<file path="src/rtl/stm1_frame_aligner.sv">
// stm1_frame_aligner
//   Byte-serial STM-1 receive framer. Hunts the A1A1A1A2A2A2 framing pattern
//   (F6 F6 F6 28 28 28), runs the HUNT / PRESYNC / SYNC framing state machine
//   and tags every output byte with its row, column and start-of-frame.
//   Optional build macro STM1_DESCRAMBLE_EN adds the frame-synchronous
//   descrambler (x^7 + x^6 + 1). Without it, out_data is the raw input byte
//   and no LFSR logic is built.
//   All state advances only on in_valid cycles; output tags have one cycle
//   of latency and describe the byte currently on out_data.

module stm1_frame_aligner #(
  parameter int STM1_LENGTH = 270,
  parameter int STM1_WIDTH  = 9,
  parameter int ACQ_CNT     = 2,
  parameter int LOSS_CNT    = 4
) (
  input  logic        clk,
  input  logic        rst_n,
  input  logic        in_valid,
  input  logic [7:0]  in_data,
  output logic        out_valid,
  output logic [7:0]  out_data,
  output logic [3:0]  out_row,
  output logic [8:0]  out_col,
  output logic        out_sof,
  output logic        in_frame,
  output logic [15:0] frame_err_cnt
);

  typedef enum logic [1:0] {
    ST_HUNT,
    ST_PRESYNC,
    ST_SYNC
  } state_t;

  localparam logic [47:0] FAS_PATTERN = 48'hF6F6F6_282828;
  localparam logic [8:0]  LAST_COL    = 9'(STM1_LENGTH - 1);
  localparam logic [3:0]  LAST_ROW    = 4'(STM1_WIDTH - 1);
  localparam logic [8:0]  CHECK_COL   = 9'd5;
  localparam logic [8:0]  LOCK_COL    = 9'd6;
  localparam logic [7:0]  ACQ_LIMIT   = 8'(ACQ_CNT);
  localparam logic [7:0]  LOSS_LIMIT  = 8'(LOSS_CNT);

  // Framing state and position of the byte currently on in_data
  state_t      r_state;
  state_t      w_state_next;
  logic [3:0]  r_row;
  logic [3:0]  w_row_next;
  logic [8:0]  r_col;
  logic [8:0]  w_col_next;
  logic [7:0]  r_good;
  logic [7:0]  w_good_next;
  logic [7:0]  r_bad;
  logic [7:0]  w_bad_next;
  logic        w_err_inc;

  // The five previous valid bytes; with in_data they form the 6-byte window
  logic [39:0] r_win;
  logic [47:0] w_win;
  logic        w_match;
  logic        w_check_pos;
  logic        w_last_col;
  logic        w_last_row;

  // Registered outputs
  logic        r_out_valid;
  logic [7:0]  r_out_data;
  logic [3:0]  r_out_row;
  logic [8:0]  r_out_col;
  logic        r_out_sof;
  logic        r_in_frame;
  logic [15:0] r_err_cnt;
  logic [7:0]  w_data_out;

  assign w_win       = {r_win, in_data};
  assign w_match     = (w_win == FAS_PATTERN);
  assign w_check_pos = (r_row == 4'd0) && (r_col == CHECK_COL);
  assign w_last_col  = (r_col == LAST_COL);
  assign w_last_row  = (r_row == LAST_ROW);

  // Shift window of the last valid bytes
  // NOTE: the window is an ordinary register and is reset, so after reset
  // hunting needs six fresh valid bytes before any match is possible.
  always_ff @(posedge clk or negedge rst_n) begin
    if (!rst_n) begin
      r_win <= '0;
    end else if (in_valid) begin
      r_win <= w_win[39:0];
    end
  end

  // Framing FSM state register and per-state counters
  // NOTE: sequential state uses non-blocking assignments so every register
  // samples the pre-edge values computed by the combinational block.
  always_ff @(posedge clk or negedge rst_n) begin
    if (!rst_n) begin
      r_state <= ST_HUNT;
      r_row   <= '0;
      r_col   <= '0;
      r_good  <= '0;
      r_bad   <= '0;
    end else if (in_valid) begin
      r_state <= w_state_next;
      r_row   <= w_row_next;
      r_col   <= w_col_next;
      r_good  <= w_good_next;
      r_bad   <= w_bad_next;
    end
  end

  // Next-state, position advance and framing-check decisions
  // NOTE: every signal gets a default at the top so no path leaves one
  // unassigned, which would otherwise infer a latch.
  always_comb begin
    w_state_next = r_state;
    w_good_next  = r_good;
    w_bad_next   = r_bad;
    w_err_inc    = 1'b0;
    w_row_next   = r_row;
    w_col_next   = r_col + 9'd1;

    if (w_last_col) begin
      w_col_next = '0;
      w_row_next = w_last_row ? 4'd0 : r_row + 4'd1;
    end

    case (r_state)
      ST_HUNT: begin
        // Position is meaningless while hunting; hold it at 0/0
        w_row_next = '0;
        w_col_next = '0;
        if (w_match) begin
          // The matching byte is row 0 col 5, so the next one is col 6
          w_state_next = ST_PRESYNC;
          w_good_next  = '0;
          w_col_next   = LOCK_COL;
        end
      end

      ST_PRESYNC: begin
        if (w_check_pos) begin
          if (w_match) begin
            w_good_next = r_good + 8'd1;
            if (r_good + 8'd1 == ACQ_LIMIT) begin
              w_state_next = ST_SYNC;
              w_bad_next   = '0;
            end
          end else begin
            w_state_next = ST_HUNT;
            w_err_inc    = 1'b1;
            w_row_next   = '0;
            w_col_next   = '0;
          end
        end
      end

      ST_SYNC: begin
        if (w_check_pos) begin
          if (w_match) begin
            w_bad_next = '0;
          end else begin
            w_err_inc  = 1'b1;
            w_bad_next = r_bad + 8'd1;
            if (r_bad + 8'd1 == LOSS_LIMIT) begin
              // Hunting resumes on the next byte using the live window
              w_state_next = ST_HUNT;
              w_bad_next   = '0;
              w_row_next   = '0;
              w_col_next   = '0;
            end
          end
        end
      end

      default: begin
        w_state_next = ST_HUNT;
        w_row_next   = '0;
        w_col_next   = '0;
      end
    endcase
  end

`ifdef STM1_DESCRAMBLE_EN
  // Frame-synchronous descrambler x^7 + x^6 + 1, eight steps per byte
  logic [6:0] r_lfsr;
  logic [6:0] w_lfsr_seed;
  logic [6:0] w_lfsr_next;
  logic [7:0] w_key;
  logic       w_scr_bypass;

  function automatic logic [14:0] lfsr_run8(input logic [6:0] seed);
    logic [6:0] s;
    logic [7:0] k;
    s = seed;
    k = '0;
    for (int i = 7; i >= 0; i--) begin
      k[i] = s[6];
      s    = {s[5:0], s[6] ^ s[5]};
    end
    return {k, s};
  endfunction

  // Reload the LFSR with all ones on row 0 col 9, else continue the sequence
  always_comb begin
    w_lfsr_seed = ((r_row == 4'd0) && (r_col == 9'd9)) ? 7'h7F : r_lfsr;
    {w_key, w_lfsr_next} = lfsr_run8(w_lfsr_seed);
  end

  // LFSR state advances once per valid byte
  always_ff @(posedge clk or negedge rst_n) begin
    if (!rst_n) begin
      r_lfsr <= '0;
    end else if (in_valid) begin
      r_lfsr <= w_lfsr_next;
    end
  end

  // Row 0 cols 0..8 and everything seen while hunting pass through raw
  always_comb begin
    w_scr_bypass = (r_state == ST_HUNT) || ((r_row == 4'd0) && (r_col < 9'd9));
    w_data_out   = w_scr_bypass ? in_data : (in_data ^ w_key);
  end
`else
  assign w_data_out = in_data;
`endif

  // Output stage: one cycle of latency, tags carry the pre-change state
  always_ff @(posedge clk or negedge rst_n) begin
    if (!rst_n) begin
      r_out_valid <= 1'b0;
      r_out_data  <= '0;
      r_out_row   <= '0;
      r_out_col   <= '0;
      r_out_sof   <= 1'b0;
      r_in_frame  <= 1'b0;
    end else begin
      r_out_valid <= in_valid;
      if (in_valid) begin
        r_out_data <= w_data_out;
        r_out_row  <= (r_state == ST_HUNT) ? 4'd0 : r_row;
        r_out_col  <= (r_state == ST_HUNT) ? 9'd0 : r_col;
        r_out_sof  <= (r_state == ST_SYNC) && (r_row == 4'd0) && (r_col == 9'd0);
        r_in_frame <= (r_state == ST_SYNC);
      end
    end
  end

  // Saturating count of failed framing checks, cleared only by reset
  always_ff @(posedge clk or negedge rst_n) begin
    if (!rst_n) begin
      r_err_cnt <= '0;
    end else if (in_valid && w_err_inc && (r_err_cnt != 16'hFFFF)) begin
      r_err_cnt <= r_err_cnt + 16'd1;
    end
  end

  assign out_valid     = r_out_valid;
  assign out_data      = r_out_data;
  assign out_row       = r_out_row;
  assign out_col       = r_out_col;
  assign out_sof       = r_out_sof;
  assign in_frame      = r_in_frame;
  assign frame_err_cnt = r_err_cnt;

endmodule

</file>
<file path="config.mk">
export PLATFORM = sky130hd
export DESIGN_NAME = stm1_frame_aligner
export DESIGN_NICKNAME = d
export VERILOG_FILES = /design/src/rtl/stm1_frame_aligner.sv
export SDC_FILE = /design/constraint.sdc
export NUM_CORES = 1
export LEC_CHECK = 0
export CORE_AREA = 3 3 135 137
export CTS_CLUSTER_SIZE = 8
export DETAILED_ROUTE_END_ITERATION = 10
export DIE_AREA = 0 0 138 140
export GPL_ROUTABILITY_DRIVEN = 0
export GPL_TIMING_DRIVEN = 0
export PLACE_DENSITY = 0.5
export SLEW_MARGIN = 15
export SYNTH_ARGS = -nofsm -noshare
export SYNTH_HDL_FRONTEND = slang
export SYNTH_SLANG_ARGS = --single-unit
</file>
<file path="constraint.sdc">
create_clock -name clk -period 2.55 [get_ports clk]
set_input_delay 0.3825 -clock clk [delete_from_list [all_inputs] [get_ports clk]]
set_output_delay 0.3825 -clock clk [all_outputs]
set_load 0.01 [all_outputs]
</file>
==> impl_results.md, run 1 <==
- Outcome: finished with violations
- Failing checks: setup timing
- Routed wire per std cell: around 17 um
- Synth Area in Adders: 3.17%
- Distinct cells, synth: 60
- Post-synthesis simple-gate area fraction: 17.0%
- Syn avg cell area: ~11 um2
- Area contributors post-synth: dfrtp_1, mux2_2, nand2_1, ha_1, nand3_1
- Antenna violations before repair: 0
- Skew-Pair Late Insertion Delay: 0.35 ns
- Peak VDD IR: approximately 0.33 mV
- Syn nets: 498
- Fmax: 380 MHz
- Iteration-0 DRC Markers: about 160
- Dpl hpwl: 8940 um
- Row count: 48
- Most common cell on crit path: or4_4
- First-pass detailed-route iteration total: 4
- Final Hold Viols: 0
- Layout cells sized above 1: 25.4%
- Final Core Density: 38.8%
- Arr. time, crit path: 2.91 ns
- Gr ovfl total: 0
- Crit path launch: r_col[5]$_DFFE_PN0P_
- Die X: 138 um
- Die span in y: between 100 and 150 um
- First-pass GRT wire length: 21200 um
- Largest family of logic cells by synthesized area: simple AND/OR/NAND/NOR gates
- Worst setup margin: -0.0782 ns
- Asr flop ratio synth: 100%
- Remaining DRCs: 0
- Max Cap Violations: 0
- Vias: between 3000 and 4000
- Layout Skew: 0.00806 ns
- Hold crit path type: primary input to flop
- Area fraction of the dominant cell type after synthesis: 50.2%
- I/O pin count: 51
- Post-synthesis sequential area ratio: 50.2%
- Worst r2r src: r_col[5]$_DFFE_PN0P_
- CTS Buffer Depth: 2
- Max incr delay on CP: 0.64 ns
- Crit-path cells: or4_4 -> or4_4 -> or3_4 -> or3_1 -> a21o_1 -> o21ai_2
- P&R area growth vs syn: 29.7%
- FF-to-FF setup slack: -0.08 ns
- Final Cycle Share: 103%
- Effective utilization at floorplan: 29.9%
- Fin crit period: 2.63 ns
- RSZ-0062 raised after global routing: true
- Mux contribution to synthesized area: 10.8%
- CP startpoint kind: flop
- Clock root buffer: clkbuf_16
- Setup violators final: 3
- Clock H-tree levels: 3
- Yosys warns: 0
- Setup crit end kind: flop
- Area of the core: 17200 um2
- Leak pwr: 0.00280 uW
- Slew Viols, Final: 0
- Clock transition at path regs: 0.07 ns
- Hold Path Origin: in_data[6]
- Worst-Margin Slew: 0.677 ns
- TritonCTS clock tree: done
- Detailed-route vias per instance: 5.06
- Post-synthesis register bit count: 103
- Worst EP required: between 2 and 3 ns
- Worst-path fanout max: 6
- Vias in the first global route: 3988
- Nets: 571
- Final instance area: 6660 um2
- Port Buffer Count: 50
- Post-DP Area: 5960 um2
- Post-synth EDFFs: 0
- CP delay by family, top: simple AND/OR/NAND/NOR gates
- Commonest cells after routing, fill and taps aside: dfrtp_1, clkdlybuf4s50_1, mux2_2, nand2_1, buf_4
- Gr usage total: 13.4%
- Post-synth top area cell: dfrtp_1
- Post-synthesis cell count: around 470
- Worst Path Class, Setup: flop to flop
- N_diodes: 0
- Fillcell total: 1724
- Leading cell type in the layout, fill and taps excluded: dfrtp_1
- Antenna Nets Post-Route: 0
- Worst path bufs/invs: 0
- Pwr dens: 707 nW/um2
- Die footprint: slightly below 20000 um2
- Synth Area in XOR/XNOR: 2.22%
- Routed WL: 12800 um
- Compound-Gate Fraction of Synth Area: 12.2%
- Cts bufs inserted: 9
- Clock sinks: 103
- Slew HR: a little over half
- Ys flop type: dfrtp_1
- Largest net degree at the start of global routing: 66
- Slowest-stage cell, CP: or4_4
- Post-Syn Area: 5140 um2
## area by class of cell
class	instances	area (um2)	area share, %
Buffer	29	171	2.57
Clock buffer	11	243	3.64
Clock inverter	4	31.3	0.469
Inverter	19	71.3	1.07
Multi-Input combinational cell	321	2650	39.7
Sequential cell	103	2580	38.7
Tap cell	225	282	4.22
Timing Repair Buffer	64	636	9.54
## state kept, by name (all words and copies together) (netlist names)
| signal | count |
|---|---|
| frame_err_cnt | 16 |
| in_frame | 1 |
| out_col | 9 |
| out_row | 4 |
| out_sof | 1 |
| out_valid | 1 |
| r_bad | 8 |
| r_col | 9 |
| r_good | 8 |
| r_row | 4 |
| r_state | 2 |
| r_win | 40 |
## cell families after synthesis
group / Yosys count
flops: 103
xor+xnor: 13
fa+ha+maj: 13
buf+inv: 50
mux: 50
compound gates: 85
simple gates: 160
## Yosys cell counts, types with 5 or more instances
library cell,n
o31ai_1,9
a21oi_1,9
o211ai_1,5
o21ai_0,11
nand3_1,21
nor4_1,15
buf_4,8
a31o_2,7
nor2_1,16
nor2b_1,6
xor2_1,11
a22o_1,7
nand2_1,46
and3_1,9
ha_1,13
inv_1,18
dfrtp_1,103
nand4_1,12
mux2i_1,5
clkbuf_1,16
mux2_2,45
## final timing paths
kind / end / cells past startpoint
min in group asynchronous: frame_err_cnt[0]$_DFFE_PN0P_ / 2
worst min-delay path: r_win[6]$_DFFE_PN0P_ / 2
worst min register to register: out_col[0]$_DFFE_PN0P_ / 2
max in group asynchronous: r_col[5]$_DFFE_PN0P_ / 3
worst max register to register: r_bad[7]$_DFFE_PN0P_ / 6
worst max-delay path: r_bad[7]$_DFFE_PN0P_ / 6
## through the flow
stage	setup TNS, ns	hold WS, ns	std cells	total power, uW	worst slack [ns]
after floorplan	0	0.0869	474	2770	0.0167
after global placement	-340.48	0.471	749	3210	-2.97
after detailed placement	-36.96	0.310	750	3240	-0.919
after CTS	-0.0442	0.490	770	4660	-0.0248
after global routing	-0.584	0.333	776	4990	-0.116
final	-0.131	0.316	776	4710	-0.0782
## metal layers
layer | wire length, um | vias to the layer above | track usage (%)
met5 | 0 | - | 0
met4 | 142 | 0 | 3.90
met3 | 377 | 11 | 2.90
met2 | 6280 | 60 | 21.7
met1 | 6020 | 1967 | 18.1
li1 | - | 1891 | -
## report_power, final
| part | switching [uW] | internal, uW | leakage, uW |
|---|---|---|---|
| Sequential | 253 | 1910 | 0.00131 |
| Combinational | 628 | 626 | 0.00137 |
| Clock | 611 | 687 | 0.000124 |
| Total | 1490 | 3220 | 0.00280 |
## timing repair
item	in CTS	in global routing
endpoints found under the setup margin	46	57
hold endpoints to repair	38	0
resized for setup	43	29
cloned	1	0
pin swaps	5	13
setup buffers	5	6
hold buffers	1	0
Power figures use the tool's default switching activity.
==> inputs of run 2 (changes only) <==
MAX_ROUTING_LAYER = met4   (was default)
==> impl_results.md, run 2 (synthesis results as in run 1) <==
- Outcome: finished with violations
- Failing checks: setup timing
- Die X: 138 um (unchanged)
- Effective utilization at floorplan: 29.9% (unchanged)
- Detailed-route vias per instance: 5.04 (-0.38%)
- Largest net degree at the start of global routing: 66 (unchanged)
- N_diodes: 0 (unchanged)
- Routed WL: 12800 um (-0.30%)
- Routed wire per std cell: 16.5 um (-0.30%)
- Iteration-0 DRC Markers: 182 (+13%)
- Fin crit period: 2.63 ns (+0.00313 ns)
- Largest register FFs: 40 (unchanged)
- Most common cell on crit path: or4_4
- Die footprint: 19300 um2 (unchanged)
- Max Cap Violations: 0 (unchanged)
- Fillcell total: 1724 (unchanged)
- Fmax: 380 MHz (-0.12%)
- Clock H-tree levels: 3 (unchanged)
- Max incr delay on CP: 0.63 ns (about the same)
- Worst-Margin Slew: 0.666 ns (-0.0111 ns)
- Leak pwr: 0.00280 uW (unchanged)
- Antenna Nets Post-Route: 0 (unchanged)
- Cts bufs inserted: 9 (unchanged)
- Commonest cells after routing, fill and taps aside: dfrtp_1, clkdlybuf4s50_1, mux2_2, nand2_1, buf_4
- Nets: 571 (unchanged)
- Slowest-stage cell, CP: or4_4
- Setup violators final: 3 (unchanged)
- Worst-path fanout max: 6 (unchanged)
- Leading cell type in the layout, fill and taps excluded: dfrtp_1
- Area of the core: 17200 um2 (unchanged)
- Biggest register: r_win
- CP startpoint kind: flop
- CTS Buffer Depth: 2 (unchanged)
- First-pass GRT wire length: 21300 um (+0.20%)
- Final Core Density: 38.8% (unchanged)
- P&R area growth vs syn: 29.7% (unchanged)
- Gr ovfl total: 0 (unchanged)
- Power, Total: 4710 uW (about the same)
- Final instance area: 6660 um2 (unchanged)
- Layout Skew: 0.00784 ns (-0.000216 ns)
- Vias: 3914 (-0.38%)
- Clock sinks: 103 (unchanged)
- RSZ-0062 raised after global routing: true
- Peak VDD IR: 0.325 mV (-0.24%)
- Clock root buffer: clkbuf_16
- Antenna violations before repair: 0 (unchanged)
- Row count: 48 (unchanged)
- Skew-Pair Late Insertion Delay: 0.35 ns (about the same)
- Crit-path cells: or4_4 -> or4_4 -> or3_4 -> or3_1 -> a21o_1 -> o21ai_2
- Worst EP required: 2.83 ns (about the same)
- TritonCTS clock tree: done
- Worst setup margin: -0.0813 ns (-0.00313 ns)
- Post-DP Area: 5960 um2 (unchanged)
- Dpl hpwl: 8940 um (unchanged)
- First-pass detailed-route iteration total: 4 (unchanged)
- Vias in the first global route: 3977 (-0.28%)
- Gr usage total: 13.8% (+0.41 points)
- Slew Viols, Final: 0 (unchanged)
- Final Cycle Share: 103% (+0.12 points)
- Worst Path Class, Setup: flop to flop
- Layout cells sized above 1: 25.4% (unchanged)
- Remaining DRCs: 0 (unchanged)
- Final Hold Viols: 0 (unchanged)
- Arr. time, crit path: 2.91 ns (about the same)
- I/O pin count: 51 (unchanged)
- Slew HR: 55.6% (+0.74 points)
- Clock transition at path regs: 0.07 ns (about the same)
- Pwr dens: 707 nW/um2 (about the same)
- Setup crit end kind: flop
- Hold crit path type: primary input to flop
- Port Buffer Count: 50 (unchanged)
- Die span in y: 140 um (unchanged)
==> run 2: cell counts in the layout (fill, tap and decap cells not counted) <==
No cell type changed its count.
==> run 2: worst max-delay path: cells and delay by family (launching register included) <==
family,cells,cell delay (ns)
and+or+nand+nor,4,1.91
AOI/OAI and AO/OA,2,0.22
DFF,1,0.42
==> run 2: what timing repair did <==
action,CTS,global route
gates resized for setup,43,29
setup buffers,5,6
endpoints found under the hold margin,38,0
pin swaps,5,13
endpoints found under the setup margin,46,57
cloned,1,0
hold buffers,1,0
==> run 2: per-stage QoR <==
stage | hold slack (ns) | TNS (ns) | worst slack (ns) | cells
after detailed placement | 0.310 | -36.96 | -0.919 | 750
after global routing | 0.333 | -0.580 | -0.115 | 776
final | 0.317 | -0.126 | -0.0813 | 776
after floorplan | 0.0869 | 0 | 0.0167 | 474
after CTS | 0.490 | -0.0442 | -0.0248 | 770
after global placement | 0.471 | -340.48 | -2.97 | 749
==> run 2: report_power, final <==
group          total (uW)  switching (uW)  leakage [uW]  internal, uW
logic                1250             624       0.00137           626
registers            2160             252       0.00131          1910
clock network        1300             613      0.000124           687
total                4710            1490       0.00280          3220
==> run 2: final timing paths <==
path	startpoint	cells after the start	slack (ns)	to
max	r_col[5]$_DFFE_PN0P_	6	-0.08	r_bad[7]$_DFFE_PN0P_
min	in_data[6]	2	0.32	r_win[6]$_DFFE_PN0P_
max in group asynchronous	rst_n	3	1.41	r_col[5]$_DFFE_PN0P_
min reg2reg	out_col[0]$_DFFE_PN0P_	2	0.48	out_col[0]$_DFFE_PN0P_
min in group asynchronous	rst_n	2	0.48	frame_err_cnt[0]$_DFFE_PN0P_
max reg2reg	r_col[5]$_DFFE_PN0P_	6	-0.08	r_bad[7]$_DFFE_PN0P_
==> run 2: cell type report <==
type                    instances  area (um2)  area share [%]
multi-input cells             321        2650            39.7
flip-flops and latches        103        2580            38.7
repair buffers                 64         636            9.54
well taps                     225         282            4.22
clock buffers                  11         243            3.64
plain buffers                  29         171            2.57
inverters                      19        71.3            1.07
clock inverters                 4        31.3           0.469
==> run 2: routing by layer <==
metal	track usage (%)	part of all wire (%)
met5	-	0
met4	3.90	1.4
met3	2.77	3.0
met2	21.7	49
met1	18.2	47
==> inputs of run 3 (changes only) <==
PLACE_DENSITY = default   (was 0.5)
==> impl_results.md, run 3 (synthesis results as in run 1) <==
- Dpl hpwl: 8610 um (-3.7%)
- Cts bufs inserted: 9 (unchanged)
- Setup violators final: 4 (+1)
- RSZ-0062 raised after global routing: true
- Switching Share: 31.8% (+0.14 points)
- Iteration-0 DRC Markers: 243 (+34%)
- P_sw: 1560 uW (+4.6%)
- Final Cycle Share: 103% (-0.49 points)
- P&R area growth vs syn: 29.8% (about the same)
- Clock H-tree levels: 3 (unchanged)
- Flop pwr share: 43.8% (-2.1 points)
- Setup crit end kind: flop
- Comb power frac: 26.0% (-0.5 points)
- Worst-Margin Slew: 0.609 ns (-0.0561 ns)
- Largest register FFs: 40 (unchanged)
- Clock transition at path regs: 0.08 ns (about the same)
- Effective utilization at floorplan: 29.9% (unchanged)
- Detailed-route vias per instance: 5.14 (+1.9%)
- Pwr dens: 735 nW/um2 (+4.0%)
- Row count: 48 (unchanged)
- Fmax: 382 MHz (+0.48%)
- Layout Skew: 0.0112 ns (+0.00335 ns)
- Largest net degree at the start of global routing: 77 (+17%)
- Peak VDD IR: 0.352 mV (+8.4%)
- Hold crit path type: primary input to flop
- Slew Viols, Final: 0 (unchanged)
- Gr ovfl total: 0 (unchanged)
- Max incr delay on CP: 0.64 ns (about the same)
- Clock root buffer: clkbuf_16
- I/O pin count: 51 (unchanged)
- CTS Buffer Depth: 2 (unchanged)
- First-pass detailed-route iteration total: 5 (+1)
- Remaining DRCs: 0 (unchanged)
- CP startpoint kind: flop
- TritonCTS clock tree: done
- Final Hold Viols: 0 (unchanged)
- Antenna Nets Post-Route: 0 (unchanged)
- Final instance area: 6670 um2 (about the same)
- Clock power share: 30.3% (+2.7 points)
- Worst path depth: 6 (unchanged)
- Arr. time, crit path: 2.90 ns (about the same)
- P_int: 3350 uW (+3.9%)
- Die footprint: 19300 um2 (unchanged)
- Hold slack: 0.365 ns (+0.0486 ns)
- Routed WL: 12500 um (-2.0%)
- Layout cells sized above 1: 24.8% (-0.59 points)
- Pre-CTS WS: -0.942 ns (-0.0237 ns)
- Worst Path Class, Setup: flop to flop
- Max Cap Violations: 0 (unchanged)
- Die X: 138 um (unchanged)
- Slew HR: 59.2% (+3.6 points)
- Die span in y: 140 um (unchanged)
- Biggest register: r_win
- Nets: 567 (-0.70%)
- CP delay by family, top: simple AND/OR/NAND/NOR gates
- Worst EP required: 2.83 ns (about the same)
- Worst-path fanout max: 7 (+1)
- Failing checks: setup timing
- Port Buffer Count: 50 (unchanged)
- Skew-Pair Late Insertion Delay: 0.35 ns (about the same)
- Commonest cells after routing, fill and taps aside: dfrtp_1, clkdlybuf4s50_1, nand2_1, mux2_2
- Vias: 3973 (+1.5%)
- Routed wire per std cell: 16.2 um (-1.6%)
- Leak pwr: 0.00280 uW (about the same)
- N_diodes: 0 (unchanged)
- First-pass GRT wire length: 21300 um (+0.39%)
- Slowest-stage cell, CP: or4_4
- Hold Path Stages: 2 (unchanged)
- Worst setup margin: -0.0689 ns (+0.0125 ns)
- Vias in the first global route: 4115 (+3.5%)
- Fin crit period: 2.62 ns (-0.0125 ns)
- Most common cell on crit path: or4_4
- Antenna violations before repair: 0 (unchanged)
- Outcome: finished with violations
- Gr usage total: 13.7% (-0.052 points)
- Worst path bufs/invs: 0 (unchanged)
- Crit-path cells: or4_4 -> or4_4 -> or3_4 -> or3_1 -> a21o_1 -> o21ai_2
- Area of the core: 17200 um2 (unchanged)
- Reg2reg path depth: 6 (unchanged)
- Leading cell type in the layout, fill and taps excluded: dfrtp_1
- Clock sinks: 103 (unchanged)
- Post-DP Area: 5960 um2 (unchanged)
[run 3: final timing paths]
kind	from	to	slack, ns
max	r_col[6]$_DFFE_PN0P_	r_bad[7]$_DFFE_PN0P_	-0.07
min	in_data[7]	r_win[7]$_DFFE_PN0P_	0.37
max reg2reg	r_col[6]$_DFFE_PN0P_	r_bad[7]$_DFFE_PN0P_	-0.07
min reg2reg	out_col[8]$_DFFE_PN0P_	out_col[8]$_DFFE_PN0P_	0.49
max in group asynchronous	rst_n	frame_err_cnt[10]$_DFFE_PN0P_	1.43
min in group asynchronous	rst_n	out_col[7]$_DFFE_PN0P_	0.47
[run 3: what timing repair did]
action | 4_1_cts | 5_1_grt
hold buffers | 1 | 0
setup buffers | 6 | 0
gates cloned | 2 | 0
pin swaps | 6 | 16
setup endpoints to repair | 47 | 40
hold endpoints to repair | 27 | 0
resized for setup | 44 | 23
[run 3: per-stage QoR]
step	cells	total power, uW	TNS, ns	utilization, %
global route	773	5160	-1.24	38.8
floorplan	474	2770	0	-
CTS	773	4900	-0.0551	38.2
global placement	749	3180	-320.77	34.5
finish	773	4910	-0.162	38.8
detailed placement	750	3240	-35.11	34.7
[run 3: worst reg2reg max path, cell delays in order, from the launching register on]
cell	delay, ns
dfrtp_2	0.41
or4_4	0.55
or4_4	0.64
or3_4	0.41
or3_1	0.32
a21o_1	0.17
o21ai_2	0.05
[run 3: layout make-up]
| cell class | count | area, um2 |
|---|---|---|
| Timing Repair Buffer | 60 | 599 |
| Multi-Input combinational cell | 321 | 2640 |
| Fill cell | 1710 | 10500 |
| Sequential cell | 103 | 2580 |
| Clock inverter | 6 | 85.1 |
| Buffer | 29 | 170 |
| Clock buffer | 10 | 239 |
| Tap cell | 225 | 282 |
| Inverter | 19 | 71.3 |
[run 3: routing by layer]
layer	wire, um	track usage, %	share of wire, %	vias to the layer above
met2	6290	22.3	50	55
met3	278	1.98	2.2	22
met1	5680	17.3	45	2006
met4	280	5.51	2.2	0
li1	-	-	-	1890
met5	0	-	0	-
[run 3: power by group through the flow]
| stage | Combinational (uW) | Sequential (uW) | Clock, uW |
|---|---|---|---|
| floorplan | 643 | 2130 | 0 |
| global placement | 1020 | 2160 | 0 |
| detailed placement | 1060 | 2170 | 0 |
| CTS | 1230 | 2140 | 1530 |
| global route | 1390 | 2190 | 1580 |
| finish | 1270 | 2150 | 1480 |
